File: src/rtl/reg_bus_master.sv
// reg_bus_master: turns word-level client commands into single-cycle we/re
// strobes on the register/page-RAM slave bus. Each strobe is exactly one slave
// access, so FIFO registers (TDR/RDR) push/pop once per strobe.
// Build option REG_MASTER_BURST_EN: when defined, cmd_len/cmd_inc give
// multi-word incrementing or fixed-address bursts; when undefined every
// command is a single word and no address/length counters are built.
module reg_bus_master #(
    parameter int ADDR_W = 22,
    parameter int DATA_W = 32,
    parameter int LEN_W  = 10
) (
    input  logic              clk,
    input  logic              rst_n,
    // command channel
    input  logic              cmd_valid,
    output logic              cmd_ready,
    input  logic              cmd_rnw,
    input  logic [ADDR_W-1:0] cmd_addr,
    input  logic [LEN_W-1:0]  cmd_len,
    input  logic              cmd_inc,
    // write data stream
    input  logic              wr_valid,
    output logic              wr_ready,
    input  logic [DATA_W-1:0] wr_data,
    // read data stream
    output logic              rd_valid,
    input  logic              rd_ready,
    output logic [DATA_W-1:0] rd_data,
    // status
    output logic              busy,
    output logic              done,
    // slave bus
    output logic [ADDR_W-1:0] addr,
    output logic              we,
    output logic              re,
    output logic [DATA_W-1:0] write_data,
    input  logic [DATA_W-1:0] read_data
);

    typedef enum logic [1:0] {
        ST_IDLE = 2'd0,
        ST_WR   = 2'd1,
        ST_RD   = 2'd2
    } state_t;

    state_t            state;
    state_t            state_nxt;
    logic [ADDR_W-1:0] cur_addr;
    logic              accept;     // command handshake this cycle
    logic              beat;       // one slave access (we or re) this cycle
    logic              last_word;  // current beat is the final word of the command

    assign accept     = cmd_valid && cmd_ready;
    assign addr       = cur_addr;
    assign write_data = wr_data;
    assign busy       = (state != ST_IDLE);

    // State register; reset abandons any command and drops strobes at once
    always_ff @(posedge clk or negedge rst_n) begin
        // NOTE: sequential state is written with non-blocking (<=) so every
        // register samples the pre-edge values; combinational logic uses =.
        if (!rst_n) begin
            state <= ST_IDLE;
        end else begin
            state <= state_nxt;
        end
    end

    // Next-state and strobe decode
    always_comb begin
        // NOTE: every output of this block gets a default first, so no path
        // leaves a signal unassigned and no latch is inferred.
        state_nxt = state;
        cmd_ready = 1'b0;
        wr_ready  = 1'b0;
        we        = 1'b0;
        re        = 1'b0;
        beat      = 1'b0;
        case (state)
            ST_IDLE: begin
                cmd_ready = 1'b1;
                if (cmd_valid) begin
                    state_nxt = cmd_rnw ? ST_RD : ST_WR;
                end
            end
            ST_WR: begin
                we       = wr_valid;
                wr_ready = wr_valid;
                beat     = wr_valid;
                if (beat && last_word) begin
                    state_nxt = ST_IDLE;
                end
            end
            ST_RD: begin
                // Only pop the slave when the holding register can take the word
                re   = !rd_valid || rd_ready;
                beat = re;
                if (beat && last_word) begin
                    state_nxt = ST_IDLE;
                end
            end
            default: begin
                state_nxt = ST_IDLE;
            end
        endcase
    end

`ifdef REG_MASTER_BURST_EN
    logic [LEN_W-1:0] cnt;  // words remaining minus one
    logic             inc;  // step address per beat

    assign last_word = (cnt == '0);

    // Burst bookkeeping: load on accept, step on every beat
    always_ff @(posedge clk or negedge rst_n) begin
        if (!rst_n) begin
            cur_addr <= '0;
            cnt      <= '0;
            inc      <= 1'b0;
        end else if (accept) begin
            cur_addr <= cmd_addr;
            cnt      <= cmd_len;
            inc      <= cmd_inc;
        end else if (beat) begin
            cur_addr <= cur_addr + {{(ADDR_W-1){1'b0}}, inc};
            cnt      <= cnt - LEN_W'(1);
        end
    end
`else
    logic unused_burst_fields;

    assign last_word           = 1'b1;
    assign unused_burst_fields = ^{cmd_len, cmd_inc};

    // Single-word commands: the address is just held from accept
    always_ff @(posedge clk or negedge rst_n) begin
        if (!rst_n) begin
            cur_addr <= '0;
        end else if (accept) begin
            cur_addr <= cmd_addr;
        end
    end
`endif

    // Read holding register: capture on re, release on client handshake
    always_ff @(posedge clk or negedge rst_n) begin
        if (!rst_n) begin
            rd_valid <= 1'b0;
            rd_data  <= '0;
        end else if (re) begin
            rd_valid <= 1'b1;
            rd_data  <= read_data;
        end else if (rd_ready) begin
            rd_valid <= 1'b0;
        end
    end

    // Completion pulse in the cycle after the last strobe
    always_ff @(posedge clk or negedge rst_n) begin
        if (!rst_n) begin
            done <= 1'b0;
        end else begin
            done <= beat && last_word;
        end
    end

endmodule

File: config.mk
export PLATFORM = sky130hd
export DESIGN_NAME = reg_bus_master
export DESIGN_NICKNAME = d
export VERILOG_FILES = /design/src/rtl/reg_bus_master.sv
export SDC_FILE = /design/constraint.sdc
export NUM_CORES = 1
export LEC_CHECK = 0
export BUFFER_PORTS_ARGS = -buffer_cell sky130_fd_sc_hd__buf_2
export CORE_MARGIN = 2
export CORE_UTILIZATION = 43
export CTS_CLUSTER_SIZE = 20
export DETAILED_ROUTE_END_ITERATION = 12
export GPL_ROUTABILITY_DRIVEN = 0
export PLACE_DENSITY = 0.95
export SYNTH_ARGS = -nofsm -noshare
export SYNTH_HDL_FRONTEND = slang
export SYNTH_SLANG_ARGS = --single-unit
export TNS_END_PERCENT = 100
File: constraint.sdc
create_clock -name clk -period 2.92 [get_ports clk]
set_input_delay 0.438 -clock clk [delete_from_list [all_inputs] [get_ports clk]]
set_output_delay 0.438 -clock clk [all_outputs]
set_load 0.02 [all_outputs]
==> results.toml, run 1 <==
[yosys]
synth.avg_cell_area_sq_um = 15.4
syn_inst = 171
async_flop_share = 1.00
ys_warn_count = 0
synth_top_area_cell = "dfrtp_1"
yosysUniqueCellTypes = 17
ys_dominant_reg_cell = "dfrtp_1"
ys_ff_latch = 58
synthesis.nets = 277
netlist_top_cells_count = "dfrtp_1 (58), buf_4 (33), mux2_4 (29)"
synth_edf_count = 0
synthTopCellsByArea = "dfrtp_1 (55%), mux2_4 (17%), mux2_2 (11%)"
synth_most_common_cell = "dfrtp_1"
synth_top_area_frac = 0.553
synth_seq_area_share = 0.553
syn_area_sq_um = 2630

[pwr]
p_int_w = 0.00245
clkPwrFrac = 0.153
p_sw_w = 0.00151
switching_share = 0.381
ir_drop_v = 0.000649
pwr-share-comb = 0.488
leakagePower_nw = 1.72
pwr-share-seq = 0.359
p_per_area_nw_per_um2 = 1240
p_total_w = 0.00397

[status]
outcome = "finished, final reports clean"

[cts]
cts-htree-levels = 3
cts_buffer_depth = 2
post_cts_resized = 0
cts_setup_buffers = 0
clock_tree.root_cell = "clkbuf_8"
insertion_delay_ns = 0.32
ctsHoldBuffers = 0
cts.sinks = 58
tritoncts = "done"
cts_buffers = 9
clkTransAtPathRegs_ns = 0.06

[job]
maxCapViolCount = 0

[floorplan]
row_count = 28
core_area_sq_um = 5920
num_io_pins = 196
die-height_microns = 82.2
chipWidth_microns = 82.2
die_area_sq_um = 6750
start_util = 0.444

[final_layout]
nets = 372
diodes = 0
drive_gt1_frac = 0.708
final_area_sq_um = 3200
syn2layout_area_growth_pct = 21.7
instances_no_fill = 346

[placed_design]
postPlaceCellArea_sq_um = 3030
hpwl_mm = 3.89
port_buffers = 120
pre_cts_ws_ns = 1.06
dpl.cell_count = 330

[critical_path]
critPathKind = "flip-flop to output pin"
cp_top_family = "flip-flops"
crit_fanout = 20
required_ns = 2.48
crit_path_top_delay_cell = "dfrtp_1"
path_cells = "inv_1, ha_1, nand2_4, inv_1, buf_2"
worstPathArrival_ns = 1.58
path_buf_inv = 3
start_kind = "flip-flop"
worst_setup_path_end_kind = "output pin"
crit_top_cell = "inv_1"
max_stage_delay_ns = 0.38

[route]
drtIter0Drc = 19
wl_per_cell_microns = 14.3
drc = 0
drt_wl_total_mm = 4.96
ant_nets = 0
first_pass_iters = 3
drt-vias-per-instance = 4.58
via_count = 1586

[hold_path]
hold_class = "input port to async pin"

[global_route]
grt_max_degree = 31
grt_pass1_wl_mm = 7.22
first_global_vias = 1596
grt_overflow = 0
grt_usage = 0.149
antenna_found_initial = 0

[sta]
slew_viol_final = 0
setup_viol = 0
post-route-period-util = 0.692
fmax_ghz = 0.495
finalCriticalPeriod_ns = 2.02
relSlewSlack = 0.591
tns_ns = 0
grt_setup_unrepaired = "false"
layout_setup_ws_ns = 0.899
worstMarginPinSlew_ns = 0.614
fin_skew_ns = 0.00571
hold_viol_final = 0
-- cells in the final DEF (no fill, tap or decap), drive strengths merged --
cell and instances:
and2 1, a21oi 1, nor2b 1, inv 5
buf 122, mux2 54, ha 3, o221ai 1
nand2b 3, clkinv 3, mux2i 2, clkbuf 13
nand2 4, dfrtp 58
-- metrics by stage --
step	util	hold WS, ns
CTS	0.540	0.125
global route	0.540	0.161
finish	0.540	0.121
floorplan	-	0.142
detailed placement	0.512	0.486
global placement	0.512	0.477
-- metal layers --
layer / part of all wire / GRT usage
met5: 0 / 0
met4: 0.026 / 0.0883
met3: 0.11 / 0.0685
met2: 0.49 / 0.246
met1: 0.38 / 0.155
-- final cells by class --
type	count	area [sq um]
Sequential cell	58	1450
Inverter	5	18.8
Fill cell	489	2730
Multi-Input combinational cell	70	852
Clock inverter	3	15.0
Timing Repair Buffer	122	616
Clock buffer	13	149
Tap cell	75	93.8
-- worst paths after layout --
check | from | end | slack (ns) | cells after the start
setup / recovery | state[0] | re | 0.90 | 5
setup reg to reg | state[0] | rd_data[1] | 1.08 | 5
hold reg to reg | addr[0] | addr[0] | 0.50 | 1
hold / removal | rst_n | addr[4] | 0.12 | 1
min in group clk | cmd_addr[3] | addr[3] | 0.34 | 2
max in group asynchronous | rst_n | addr[19] | 1.97 | 2
-- state kept, by name (all words and copies together), names as in the netlist --
name,cells
state,2
addr,22
rd_valid,1
rd_data,32
done,1
-- power groups by stage --
stage	logic [W]	clock network (W)	registers (W)
floorplan	0.000964	0	0.00192
global placement	0.00191	0	0.00141
detailed placement	0.00197	0	0.00143
CTS	0.00197	0.000632	0.00143
global route	0.00208	0.000675	0.00148
finish	0.00194	0.000607	0.00143
-- cell families (layout without fill, tap and decap cells) --
kind of cell             Yosys count  after routing  synth area share
flip-flops                        58             58             0.553
multiplexers                      56             56             0.281
buffers and inverters             43            143             0.123
AND/OR/NAND/NOR                    9              9            0.0243
adder cells (fa/ha/maj)            3              3            0.0143
AO/OA/AOI/OAI                      2              2           0.00524
Power figures use the tool's default switching activity.
==> run 2: changes to the inputs <==
--- a/config.mk
+++ b/config.mk
@@ -7,11 +7,11 @@
 export LEC_CHECK = 0
 export BUFFER_PORTS_ARGS = -buffer_cell sky130_fd_sc_hd__buf_2
 export CORE_MARGIN = 2
-export CORE_UTILIZATION = 43
+export CORE_UTILIZATION = 40
 export CTS_CLUSTER_SIZE = 20
 export DETAILED_ROUTE_END_ITERATION = 12
 export GPL_ROUTABILITY_DRIVEN = 0
-export PLACE_DENSITY = 0.95
+export PLACE_DENSITY = 0.92
 export SYNTH_ARGS = -nofsm -noshare
 export SYNTH_HDL_FRONTEND = slang
 export SYNTH_SLANG_ARGS = --single-unit
==> constraint.sdc (replaced) <==
create_clock -name clk -period 2.1 [get_ports clk]
set_input_delay 0.315 -clock clk [delete_from_list [all_inputs] [get_ports clk]]
set_output_delay 0.315 -clock clk [all_outputs]
set_load 0.02 [all_outputs]
==> run 2 against run 1 <==
Effect of this change: via count grew 0.19%; worst setup slack worse by 0.64 ns; global-route usage is 2.2 points lower; die area is 7.1% higher; largest cell class unchanged; clock power up 81%; non-clock buffer count grew 1; clock skew up 0.0026 ns; cell count up 0.87%; count of clock-buffer cells in the layout decreased by 3; sequential cell count did not move; register-to-register slack got worse by 0.69 ns; wire length decreased by 6.0%.
==> results.toml, run 2 (synthesis results as in run 1) <==
[status]
outcome = "finished, final reports clean"

[cts]
cts-htree-levels = 3
insertion_delay_ns = 0.32
ctsHoldBuffers = 0
cts.sinks = 58
cts_buffer_depth = 2
tritoncts = "done"
clock_tree.root_cell = "clkbuf_8"
post_cts_resized = 0
clkTransAtPathRegs_ns = 0.07
cts_buffers = 9
cts_setup_buffers = 0

[route]
ant_nets = 0
first_pass_iters = 4
drc = 0
drtIter0Drc = 22
wl_per_cell_microns = 13.4
via_count = 1589
drt-vias-per-instance = 4.55
drt_wl_total_mm = 4.66

[critical_path]
r2r_slack_ns = 0.39
crit_fanout = 19
crit_top_cell = "inv_1"
crit_path_top_delay_cell = "dfrtp_1"
path_cells = "inv_1, ha_1, nand2_4, inv_1, buf_2"
cp_top_family = "flip-flops"
required_ns = 1.78
worstPathArrival_ns = 1.53
path_buf_inv = 3
critPathKind = "flip-flop to output pin"
max_stage_delay_ns = 0.38
start_kind = "flip-flop"
worst_setup_path_end_kind = "output pin"

[pwr]
p_sw_w = 0.00211
p_per_area_nw_per_um2 = 1760
leakagePower_nw = 1.76
ir_drop_v = 0.000828
pwr-share-seq = 0.343
clkPwrFrac = 0.190
p_int_w = 0.00366
pwr-share-comb = 0.467
switching_share = 0.366

[global_route]
first_global_vias = 1628
grt_pass1_wl_mm = 7.09
grt_overflow = 0
grt_usage = 0.127
grt_max_degree = 31
antenna_found_initial = 0

[sta]
tns_ns = 0
post-route-period-util = 0.877
holdWs_ns = 0.0250
worstMarginPinSlew_ns = 0.680
fmax_ghz = 0.543
finalCriticalPeriod_ns = 1.84
setup_viol = 0
hold_viol_final = 0
fin_skew_ns = 0.00834
slew_viol_final = 0
grt_setup_unrepaired = "false"
relSlewSlack = 0.547

[floorplan]
die-height_microns = 85.0
num_io_pins = 196
chipWidth_microns = 85.0
start_util = 0.414
die_area_sq_um = 7230
row_count = 29
core_area_sq_um = 6350

[final_layout]
diodes = 0
regMostFlops = "rd_data"
largest_reg_flops = 32
final_common_cell = "buf_2"
syn2layout_area_growth_pct = 24.6
nets = 373
drive_gt1_frac = 0.721
layout_common_cells = "buf_2 (120), dfrtp_1 (58), mux2_4 (29)"

[placed_design]
port_buffers = 120
hpwl_mm = 3.59

[hold_path]
hold_class = "input port to async pin"

[job]
maxCapViolCount = 0
==> run 2: layout make-up <==
type                            instances  area [sq um]
Timing Repair Buffer                  123           636
Tap cell                               77          96.3
Fill cell                             560          3080
Clock inverter                          6          80.1
Multi-Input combinational cell         70           852
Inverter                                5          18.8
Sequential cell                        58          1450
Clock buffer                           10           138
==> run 2: final timing paths <==
check	depth (start not counted)	endpoint	from
max in group asynchronous	2	state[0]	rst_n
max reg2reg	5	rd_data[8]	state[0]
min	1	addr[14]	rst_n
min in group clk	2	rd_data[11]	read_data[11]
min reg2reg	1	addr[5]	addr[5]
max	5	re	state[0]
==> run 2: per-layer routing <==
| metal | wire (microns) | vias to the layer above | track usage |
|---|---|---|---|
| met5 | 0 | - | 0 |
| met4 | 62 | 0 | 0.0779 |
| met2 | 2220 | 104 | 0.208 |
| li1 | - | 729 | - |
| met1 | 1940 | 748 | 0.140 |
| met3 | 439 | 8 | 0.0457 |
==> run 2: stage by stage <==
stage	instance area (sq um)	cells	util	total power [W]	setup slack, ns
2_1_floorplan	2630	171	-	0.00401	0.527
3_3_place_gp	3050	333	0.481	0.00464	0.432
3_5_place_dp	3050	333	0.481	0.00472	0.384
4_1_cts	3270	349	0.515	0.00586	0.222
5_1_grt	3270	349	0.515	0.00609	0.134
6_report	3270	349	0.515	0.00577	0.258
==> run 2: worst register-to-register path, cell delays in order, from the launching register on <==
cell	delay, ns
dfrtp_1	0.35
inv_1	0.08
ha_1	0.25
nand2_4	0.27
buf_4	0.32
mux2_4	0.33
==> run 2: power by group through the flow <==
stage	clock network, W	logic [W]	registers (W)
6_report	0.00110	0.00269	0.00198
5_1_grt	0.00119	0.00285	0.00205
4_1_cts	0.00114	0.00273	0.00199
3_5_place_dp	0	0.00274	0.00198
3_3_place_gp	0	0.00267	0.00197
2_1_floorplan	0	0.00134	0.00267
==> run 3: changes to the inputs <==
--- a/config.mk
+++ b/config.mk
@@ -7,11 +7,12 @@
 export LEC_CHECK = 0
 export BUFFER_PORTS_ARGS = -buffer_cell sky130_fd_sc_hd__buf_2
 export CORE_MARGIN = 2
-export CORE_UTILIZATION = 40
+export CORE_UTILIZATION = 41
+export CTS_BUF_LIST = sky130_fd_sc_hd__clkbuf_4 sky130_fd_sc_hd__clkbuf_8
 export CTS_CLUSTER_SIZE = 20
 export DETAILED_ROUTE_END_ITERATION = 12
 export GPL_ROUTABILITY_DRIVEN = 0
-export PLACE_DENSITY = 0.92
+export PLACE_DENSITY = 0.94
 export SYNTH_ARGS = -nofsm -noshare
 export SYNTH_HDL_FRONTEND = slang
 export SYNTH_SLANG_ARGS = --single-unit
==> run 3 against run 2 <==
Effect of this change: the flow now finishes with violations (hold timing); global-route usage increased by 2.0 points; utilization decreased by 0.22 points; first-iteration DRC count increased by 150%; sequential share of layout area increased by 0.71 points; critical path type unchanged; largest cell class unchanged; largest power group unchanged.
==> results.toml, run 3 (synthesis results as in run 1) <==
[final_layout]
seqCellArea_sq_um = 1450
syn2layout_area_growth_pct = 22.6
multiInputGateArea_sq_um = 852
nets = 374
fillCellCount = 561
diodes = 0
final_util = 0.513
largest_reg_flops = 32
final_common_cell = "buf_2"
regMostFlops = "rd_data"
drive_gt1_frac = 0.721
layout_common_cells = "buf_2 (120), dfrtp_1 (58), mux2_4 (29)"

[cts]
cts-htree-levels = 3
clock_tree.root_cell = "clkbuf_8"
post_cts_resized = 0
cts_buffers = 9
tritoncts = "done"
clkTransAtPathRegs_ns = 0.06
cts_setup_buffers = 0
cts.sinks = 58
insertion_delay_ns = 0.32
ctsHoldBuffers = 0
cts_buffer_depth = 2

[critical_path]
critPathKind = "flip-flop to output pin"
required_ns = 1.78
crit_fanout = 20
start_kind = "flip-flop"
worst_setup_path_end_kind = "output pin"
worstPathArrival_ns = 1.53

[floorplan]
num_io_pins = 196
die-height_microns = 84.0
start_util = 0.418
row_count = 29
core_area_sq_um = 6280
chipWidth_microns = 84.0
die_area_sq_um = 7060

[status]
outcome = "complete, but fails checks"
violations = "hold timing"

[sta]
setup_viol = 0
finalCriticalPeriod_ns = 1.84
post-route-period-util = 0.878
fmax_ghz = 0.542
fin_skew_ns = 0.00429
slew_viol_final = 0
relSlewSlack = 0.606
holdWs_ns = -0.00953
worstMarginPinSlew_ns = 0.591
tns_ns = 0
grt_setup_unrepaired = "false"
hold_viol_final = 7

[route]
drtIter0Drc = 54
wl_per_cell_microns = 14.1
drt-vias-per-instance = 4.53
drc = 0
first_pass_iters = 4
drt_wl_total_mm = 4.93
via_count = 1582
ant_nets = 0

[global_route]
grt_max_degree = 35
grt_usage = 0.147
grt_pass1_wl_mm = 8.07
grt_overflow = 0
first_global_vias = 1701
antenna_found_initial = 0

[hold_path]
hold_class = "input port to async pin"

[placed_design]
port_buffers = 120
hpwl_mm = 3.84

[pwr]
ir_drop_v = 0.000859
leakagePower_nw = 1.74
p_per_area_nw_per_um2 = 1720
p_total_w = 0.00553

[job]
maxCapViolCount = 0
run 3: changes by cell type in the layout (fill, tap and decap cells not counted):
cell	change
buf_4	+1
bufinv_16	-2
clkbuf_4	+2
clkbuf_8	-1
run 3: through the flow:
step | cell area, sq um | setup slack, ns | cells
after floorplan | 2630 | 0.527 | 171
after global placement | 3060 | 0.450 | 334
after detailed placement | 3060 | 0.400 | 334
after CTS | 3220 | 0.226 | 349
after global routing | 3220 | 0.115 | 349
final | 3220 | 0.255 | 349
run 3: per-layer routing:
metal | track usage | part of all wire | vias to the layer above
met5 | 0 | 0 | -
met4 | 0.0630 | 0.016 | 0
met3 | 0.0584 | 0.076 | 10
met2 | 0.246 | 0.53 | 81
met1 | 0.166 | 0.38 | 756
li1 | - | - | 735
run 3: worst paths after layout:
path	from	to	slack, ns	cells after the start
worst max register to register	state[0]	rd_data[13]	0.40	5
worst min-delay path	rst_n	rd_data[4]	-0.01	1
worst min register to register	addr[17]	addr[17]	0.50	1
max in group asynchronous	rst_n	addr[18]	1.53	2
min in group clk	cmd_addr[17]	addr[17]	0.22	2
worst max-delay path	state[0]	re	0.26	5
run 3: cell type report:
cell class / instances / share of cell area
clock inverter: 4 / 0.00622
sequential: 58 / 0.451
tap: 77 / 0.0299
multi-input combinational: 70 / 0.265
timing repair buffer: 124 / 0.200
inverter: 5 / 0.00583
clock buffer: 11 / 0.0431
run 3: critical path, stage by stage (launching register included):
cell and delay, ns:
dfrtp_1 0.38, inv_1 0.10, ha_1 0.24, nand2_4 0.22, inv_1 0.10, buf_2 0.16
run 3: where the power goes:
group,leakage [nW],internal [W],switching (W)
sequential,0.687,0.00169,0.000284
combinational,0.963,0.00128,0.00143
clock,0.0896,0.000439,0.000396
total,1.74,0.00341,0.00211
